$ cat src/rtl/issue_scheduler_pkg.sv
// rtl/issue_scheduler_pkg.sv - shared types, constants and mask helper for the issue scheduler
package issue_scheduler_pkg;

  localparam int ISS_NREGS = 32;
  localparam int ISS_RID_W = 5;

  typedef enum logic [1:0] {
    CLS_ALU    = 2'd0,
    CLS_MEM    = 2'd1,
    CLS_BRANCH = 2'd2,
    CLS_NOP    = 2'd3
  } slot_class_e;

  typedef enum logic [1:0] {
    ST_RUN      = 2'd0,
    ST_WAIT     = 2'd1,
    ST_REDIRECT = 2'd2
  } state_e;

  // One-hot register mask; id 0 means "no register" and maps to an empty mask.
  function automatic logic [ISS_NREGS-1:0] rid_to_mask(input logic [ISS_RID_W-1:0] id);
    logic [ISS_NREGS-1:0] m;
    m = '0;
    if (id != '0) m[id] = 1'b1;
    return m;
  endfunction

endpackage

$ cat src/rtl/issue_scheduler_sb_file.sv
// rtl/issue_scheduler_sb_file.sv - register scoreboard with set-over-clear priority
module issue_scheduler_sb_file
  import issue_scheduler_pkg::*;
#(
  parameter int NREGS = ISS_NREGS
) (
  input  logic             clk,
  input  logic             reset,
  input  logic [NREGS-1:0] set_mask,
  input  logic [NREGS-1:0] clr_mask,
  output logic [NREGS-1:0] sb_busy
);

  logic [NREGS-1:0] sb_d;
  logic [NREGS-1:0] sb_q;

  // Next scoreboard: a set in the same cycle as a clear wins; bit 0 never tracked.
  always_comb begin
    sb_d = (sb_q & ~clr_mask) | set_mask;
    sb_d[0] = 1'b0;
  end

  // Scoreboard register.
  always_ff @(posedge clk) begin
    if (reset) sb_q <= '0;
    else       sb_q <= sb_d;
  end

  assign sb_busy = sb_q;

endmodule

$ cat src/rtl/issue_scheduler.sv
// rtl/issue_scheduler.sv - in-order dispatch of the hazard-free decode prefix with redirect sequencing
module issue_scheduler
  import issue_scheduler_pkg::*;
#(
  parameter int SCALE   = 2,
  parameter int NREGS   = ISS_NREGS,
  parameter int RID_W   = ISS_RID_W,
  parameter int CNT_W   = $clog2(SCALE + 1),
  parameter int MSLOT_W = (SCALE > 1) ? $clog2(SCALE) : 1
) (
  input  logic                     clk,
  input  logic                     reset,
  input  logic [SCALE-1:0]         slot_valid,
  input  logic [2*SCALE-1:0]       slot_class,
  input  logic [RID_W*SCALE-1:0]   slot_dst,
  input  logic [RID_W*SCALE-1:0]   slot_src0,
  input  logic [RID_W*SCALE-1:0]   slot_src1,
  input  logic [SCALE-1:0]         slot_br_taken,
  input  logic [64*SCALE-1:0]      slot_br_target,
  input  logic                     mem_busy,
  input  logic                     fetch_idle,
  input  logic [SCALE:0]           wb_valid,
  input  logic [RID_W*(SCALE+1)-1:0] wb_dst,
  output logic [CNT_W-1:0]         deq_slots,
  output logic [SCALE-1:0]         alu_issue,
  output logic                     mem_issue,
  output logic [MSLOT_W-1:0]       mem_issue_slot,
  output logic                     redirect_valid,
  output logic [63:0]              redirect_pc,
  output logic [NREGS-1:0]         sb_busy,
  output logic [31:0]              issued_total,
  output logic [31:0]              stall_cycles
);

  localparam logic [1:0] S_RUN      = 2'(ST_RUN);
  localparam logic [1:0] S_WAIT     = 2'(ST_WAIT);
  localparam logic [1:0] S_REDIRECT = 2'(ST_REDIRECT);

  logic [1:0]       state_d, state_q;
  logic [63:0]      redirect_pc_d, redirect_pc_q;
  logic [31:0]      issued_total_d, issued_total_q;
  logic [31:0]      stall_cycles_d, stall_cycles_q;

  logic [NREGS-1:0] set_mask;
  logic [NREGS-1:0] clr_mask;
  logic [NREGS-1:0] run_mask;
  logic [NREGS-1:0] use_mask;
  logic             scan_stop;
  logic             mem_used;
  logic             blocked;
  logic             br_taken_hit;
  logic [63:0]      br_target;

  // Prefix scan: walk slots in order, issue until the first invalid or blocked slot
  // or a taken branch. Hazards see only registered busy bits plus earlier issues this cycle.
  always_comb begin
    deq_slots      = '0;
    alu_issue      = '0;
    mem_issue      = 1'b0;
    mem_issue_slot = '0;
    set_mask       = '0;
    run_mask       = sb_busy;
    use_mask       = '0;
    scan_stop      = 1'b0;
    mem_used       = 1'b0;
    blocked        = 1'b0;
    br_taken_hit   = 1'b0;
    br_target      = '0;
    if (!reset && state_q == S_RUN) begin
      for (int i = 0; i < SCALE; i++) begin
        if (!scan_stop) begin
          if (!slot_valid[i]) begin
            scan_stop = 1'b1;
          end else begin
            use_mask = rid_to_mask(slot_src0[i*RID_W +: RID_W])
                     | rid_to_mask(slot_src1[i*RID_W +: RID_W])
                     | rid_to_mask(slot_dst[i*RID_W +: RID_W]);
            blocked = (use_mask & run_mask) != '0;
            if (slot_class_e'(slot_class[2*i +: 2]) == CLS_MEM && (mem_busy || mem_used))
              blocked = 1'b1;
            if (blocked) begin
              scan_stop = 1'b1;
            end else begin
              deq_slots = deq_slots + CNT_W'(1);
              case (slot_class_e'(slot_class[2*i +: 2]))
                CLS_ALU: begin
                  alu_issue[i] = 1'b1;
                  set_mask     = set_mask | rid_to_mask(slot_dst[i*RID_W +: RID_W]);
                  run_mask     = run_mask | rid_to_mask(slot_dst[i*RID_W +: RID_W]);
                end
                CLS_MEM: begin
                  mem_issue      = 1'b1;
                  mem_used       = 1'b1;
                  mem_issue_slot = MSLOT_W'(i);
                  set_mask       = set_mask | rid_to_mask(slot_dst[i*RID_W +: RID_W]);
                  run_mask       = run_mask | rid_to_mask(slot_dst[i*RID_W +: RID_W]);
                end
                CLS_BRANCH: begin
                  if (slot_br_taken[i]) begin
                    br_taken_hit = 1'b1;
                    br_target    = slot_br_target[64*i +: 64];
                    scan_stop    = 1'b1;
                  end
                end
                default: ;
              endcase
            end
          end
        end
      end
    end
  end

  // Writeback clears from every lane; id 0 contributes nothing.
  always_comb begin
    clr_mask = '0;
    for (int j = 0; j <= SCALE; j++) begin
      if (wb_valid[j]) clr_mask = clr_mask | rid_to_mask(wb_dst[j*RID_W +: RID_W]);
    end
  end

  // Redirect FSM and counters; reset abandons any pending redirect.
  always_comb begin
    state_d        = state_q;
    redirect_pc_d  = redirect_pc_q;
    issued_total_d = issued_total_q + 32'(deq_slots);
    stall_cycles_d = stall_cycles_q;
    if (state_q == S_RUN && slot_valid[0] && deq_slots == '0 && stall_cycles_q != 32'hFFFF_FFFF)
      stall_cycles_d = stall_cycles_q + 32'd1;
    case (state_q)
      S_RUN: begin
        if (br_taken_hit) begin
          redirect_pc_d = br_target;
          state_d       = fetch_idle ? S_REDIRECT : S_WAIT;
        end
      end
      S_WAIT:     if (fetch_idle) state_d = S_REDIRECT;
      S_REDIRECT: state_d = S_RUN;
      default:    state_d = S_RUN;
    endcase
  end

  // Control state registers.
  always_ff @(posedge clk) begin
    if (reset) begin
      state_q        <= S_RUN;
      redirect_pc_q  <= '0;
      issued_total_q <= '0;
      stall_cycles_q <= '0;
    end else begin
      state_q        <= state_d;
      redirect_pc_q  <= redirect_pc_d;
      issued_total_q <= issued_total_d;
      stall_cycles_q <= stall_cycles_d;
    end
  end

  issue_scheduler_sb_file #(.NREGS(NREGS)) u_sb (
    .clk      (clk),
    .reset    (reset),
    .set_mask (set_mask),
    .clr_mask (clr_mask),
    .sb_busy  (sb_busy)
  );

  assign redirect_valid = !reset && state_q == S_REDIRECT;
  assign redirect_pc    = redirect_pc_q;
  assign issued_total   = issued_total_q;
  assign stall_cycles   = stall_cycles_q;

endmodule
$ cat config.mk
export PLATFORM = sky130hd
export DESIGN_NAME = issue_scheduler
export DESIGN_NICKNAME = d
export VERILOG_FILES = /design/src/rtl/issue_scheduler_pkg.sv /design/src/rtl/issue_scheduler_sb_file.sv /design/src/rtl/issue_scheduler.sv
export SDC_FILE = /design/constraint.sdc
export NUM_CORES = 1
export LEC_CHECK = 0
export ABC_CLOCK_PERIOD_IN_PS = 9100
export CELL_PAD_IN_SITES_DETAIL_PLACEMENT = 0
export CELL_PAD_IN_SITES_GLOBAL_PLACEMENT = 1
export CORE_UTILIZATION = 25
export DETAILED_ROUTE_END_ITERATION = 6
export PLACE_DENSITY_LB_ADDON = 0.1
export SYNTH_ARGS = -nofsm -noshare
export SYNTH_HDL_FRONTEND = slang
export SYNTH_SLANG_ARGS = --single-unit
$ cat constraint.sdc
create_clock -name clk -period 9.1 [get_ports clk]
set_input_delay 1.82 -clock clk [delete_from_list [all_inputs] [get_ports clk]]
set_output_delay 1.82 -clock clk [all_outputs]
set_load 0.02 [all_outputs]
==> impl_results.rst <==
.. list-table::
   :header-rows: 1

   * - Metric
     - Value
   * - Result of the run
     - finished, violations left
   * - Failing checks
     - DRC
   * - Total congestion overflow after global routing
     - 0
   * - Main synth FF type
     - dfxtp_1
   * - Number of clock sinks
     - around 160
   * - Drt drc
     - 4
   * - Post-route clock skew
     - ~0.025 ns
   * - Largest voltage drop on the vdd net
     - between 0.09 and 0.1 mV
   * - Post-Synthesis Net Count
     - 1677
   * - Initial antenna violation count
     - 4
   * - Reg2Reg Setup Slack
     - 3.76 ns
   * - Number of max-cap violations
     - 0
   * - Gpl congestion
     - 0.983
   * - Arrival time at the worst endpoint
     - 6.17 ns
   * - Depth of the worst register-to-register path
     - 16
   * - Critical Path Source Type
     - input port
   * - Number of DRC violations after detailed-routing iteration 0
     - 1319
   * - Flip-flop and latch area
     - 3220 um2
   * - # H-tree levels
     - 4
   * - Cells after Synth
     - 1484
   * - Most heavily used metal layer in global routing
     - met2
   * - Maximum clock frequency
     - 125 MHz
   * - Wire length of the first global-routing pass
     - approximately 89 mm
   * - Worst hold path type
     - reg2reg
   * - Post-CTS Setup Inserts
     - 0
   * - PortBufs
     - 353
   * - Number of fillers in the final layout
     - 4813
   * - Starting Density
     - 0.256
   * - Library cell occupying the most area in the post-synthesis netlist
     - dfxtp_1
   * - Post-DRT Antenna Nets
     - 0
   * - Wirelength, routed
     - 62.8 mm
   * - Pre-Repair DR Iteration Count
     - 7
   * - Multi-input combinational cell area
     - 7830 um2
   * - RSZ-0062 raised after global routing
     - no
   * - Critical Path Sink Type
     - output port
   * - Worst r2r dst
     - issued_total[31]
   * - Unique cell type count in the Yosys netlist
     - 81
   * - Worst Tran Pin Value
     - 1.12 ns
   * - Count of final setup violators
     - 0
   * - Fraction of met3 tracks used by global routing
     - 0.0656
   * - # rows
     - between 70 and 80
   * - Hold worst-path end
     - redirect_pc[2]
   * - Total leakage power
     - 0.00505 uW
   * - Asr flop ratio synth
     - 0
   * - Fraction of synthesized cell area taken by the top area cell type
     - 0.275
   * - Total Negative Setup Slacks
     - 0 ns
   * - Layout-stage area growth over the synthesis result
     - 38.1%
   * - Via count
     - 13500
   * - Final worst path period need
     - about 8 ns
   * - Chip width
     - 218 um
   * - Post-synthesis register bit count
     - 161
   * - Combinational Power Share
     - 0.199
   * - Max-slew headroom at the worst pin
     - 0.248
   * - Cts bufs inserted
     - 17
   * - Average instance area after synthesis
     - 7.88 um2
   * - Cell area after technology mapping
     - 11700 um2
   * - Clock latency reported for the late side of the worst-skew pair
     - 0.46 ns
   * - Post-detailed-placement half-perimeter wirelength
     - roughly 47 mm
   * - Via-per-instance ratio
     - 5.71
   * - Reg power frac
     - 0.397
   * - Start point of the worst hold path
     - redirect_pc[2]
   * - Post-CTS clock slew at the launch and capture registers of the worst setup and hold paths
     - 0.07 ns
   * - Cell internal power dissipation
     - 1270 uW
   * - Maximum fanout along the worst path
     - 22
   * - Worst setup path start
     - slot_dst[2]
   * - Total die area
     - approximately 48000 um2
   * - Net count reported at finish
     - 1949
   * - Final cycle utilization of the critical path
     - 0.878
   * - Total GRT Usage
     - 0.254
   * - Clock Root Buffer
     - clkbuf_16
   * - # hold bufs at CTS
     - 0
   * - Met1 Track Usage GR
     - 0.346
   * - Type of the worst setup path
     - in2out
   * - Reg-to-Reg Start
     - u_sb.sb_busy[31]
   * - Final WS setup
     - roughly 1.1 ns
   * - Number of hold violations in the final report
     - 0
   * - Bufs on Longest Clock Path
     - 2
   * - Average wire per cell in the routed design
     - 26.5 um
   * - Quantity of gates resized following cts
     - 0
   * - Worst EP required
     - 7.28 ns
   * - Ranking of synthesized cells by instance count
     - dfxtp_1 (161), nor2_1 (105), nand2_1 (103), a21oi_1 (97), a22oi_1 (82)
   * - Total power density per cell area
     - 114 nW/um2
   * - Clk pwr share
     - 0.404
   * - Layout cell share with drive strength beyond 1
     - 0.0808
   * - Worst Setup Slack post-DPL
     - 1.16 ns
   * - Final max-slew violation count
     - 0
   * - Maximum number of pins on one net before global-route repair
     - 62
   * - CORE AREA
     - 45800 um2
   * - Most used standard cell by instance count after synthesis
     - dfxtp_1
   * - Switching component of the power
     - 567 uW
   * - Total number of yosys warnings
     - 0
   * - GR Layer Usage met2
     - 0.391
   * - Register area share after synthesis
     - 0.275
   * - Chip Height
     - between 200 and 250 um
   * - Via count of the first global-routing pass
     - 12800
   * - Total power draw
     - 1840 uW
   * - Number of enable-type register cells in the synthesized netlist
     - 0
   * - CTS tree
     - yes
   * - Cell types with the largest area share after synthesis
     - dfxtp_1 (28%), a22oi_1 (5.3%), a21oi_1 (4.1%)
   * - Number of instances on the worst hold path
     - 2
   * - Switching share of power
     - 0.309
   * - I/O pin total
     - 355
-- routing by layer --
metal	share of wire	wire, um
met2	0.45	28200
met5	0.00021	13
met4	0.026	1610
met3	0.079	4930
met1	0.45	28000
-- cells in the final DEF, fill, tap and decap left out, types with 27 or more instances in the layout --
cell type          n
a211oi_2          31
a21oi_1           97
a22oi_1           82
and3_1            34
clkdlybuf4s50_1  352
dfxtp_1          161
mux2i_1           34
nand2_1          103
nand2b_1          35
nand3_1           56
nand4_1           35
nor2_1           105
nor2b_1           35
nor3_1            44
o21ai_0           56
o22ai_1           49
xor2_1            27
-- cells by family after synthesis --
| logic type | share of synthesized area |
|---|---|
| other | 0.000321 |
| multiplexers | 0.0387 |
| adder cells (fa/ha/maj) | 0.00599 |
| AND/OR/NAND/NOR | 0.324 |
| AO/OA/AOI/OAI | 0.270 |
| XOR/XNOR | 0.0269 |
| buffers and inverters | 0.0587 |
| flip-flops | 0.275 |
-- worst max-delay path by stage --
| stage | end | cells after the start |
|---|---|---|
| after floorplan | mem_issue_slot | 11 |
| after global placement | deq_slots[0] | 13 |
| after detailed placement | deq_slots[1] | 10 |
| after CTS | deq_slots[1] | 10 |
| after global routing | deq_slots[1] | 10 |
| final | deq_slots[1] | 10 |
-- cell type report --
cell class | count | share of cell area
Inverter | 22 | 0.00511
Clock inverter | 11 | 0.00728
Antenna cell | 2 | 0.000310
Clock buffer | 21 | 0.0285
Tap cell | 600 | 0.0465
Multi-Input combinational cell | 1180 | 0.484
Sequential cell | 161 | 0.199
Timing Repair Buffer | 374 | 0.228
-- power groups by stage --
| stage | registers (uW) | clock network [uW] | logic, uW |
|---|---|---|---|
| floorplan | 754 | 0 | 167 |
| global placement | 745 | 0 | 364 |
| detailed placement | 745 | 0 | 360 |
| CTS | 729 | 768 | 362 |
| global route | 730 | 790 | 387 |
| finish | 730 | 742 | 365 |
-- stage by stage --
stage                     hold WS, ns  utilization  cells  cell area [um2]
after floorplan                 0.495            -   1484            11700
after global placement          0.460        0.340   2337            15600
after detailed placement        0.468        0.340   2337            15600
after CTS                       0.480        0.353   2369            16200
after global routing            0.495        0.353   2369            16200
final                           0.474        0.353   2371            16200
-- flip-flops by register name, indices dropped and copies added (netlist names) --
signal / cells
issued_total: 32
redirect_pc: 64
state_q: 2
stall_cycles: 32
u_sb.sb_busy: 31
-- critical path, cell delays in order --
cell and delay, ns:
clkdlybuf4s50_1 0.95, nor3b_1 0.30, o2bb2ai_1 0.22, a2111oi_0 0.36
nand4_1 0.18, nor4_2 0.36, nand3_1 0.65, or2_2 0.56
inv_1 0.11, clkdlybuf4s50_1 0.63
Note: power is estimated with default switching activity, not from simulation.
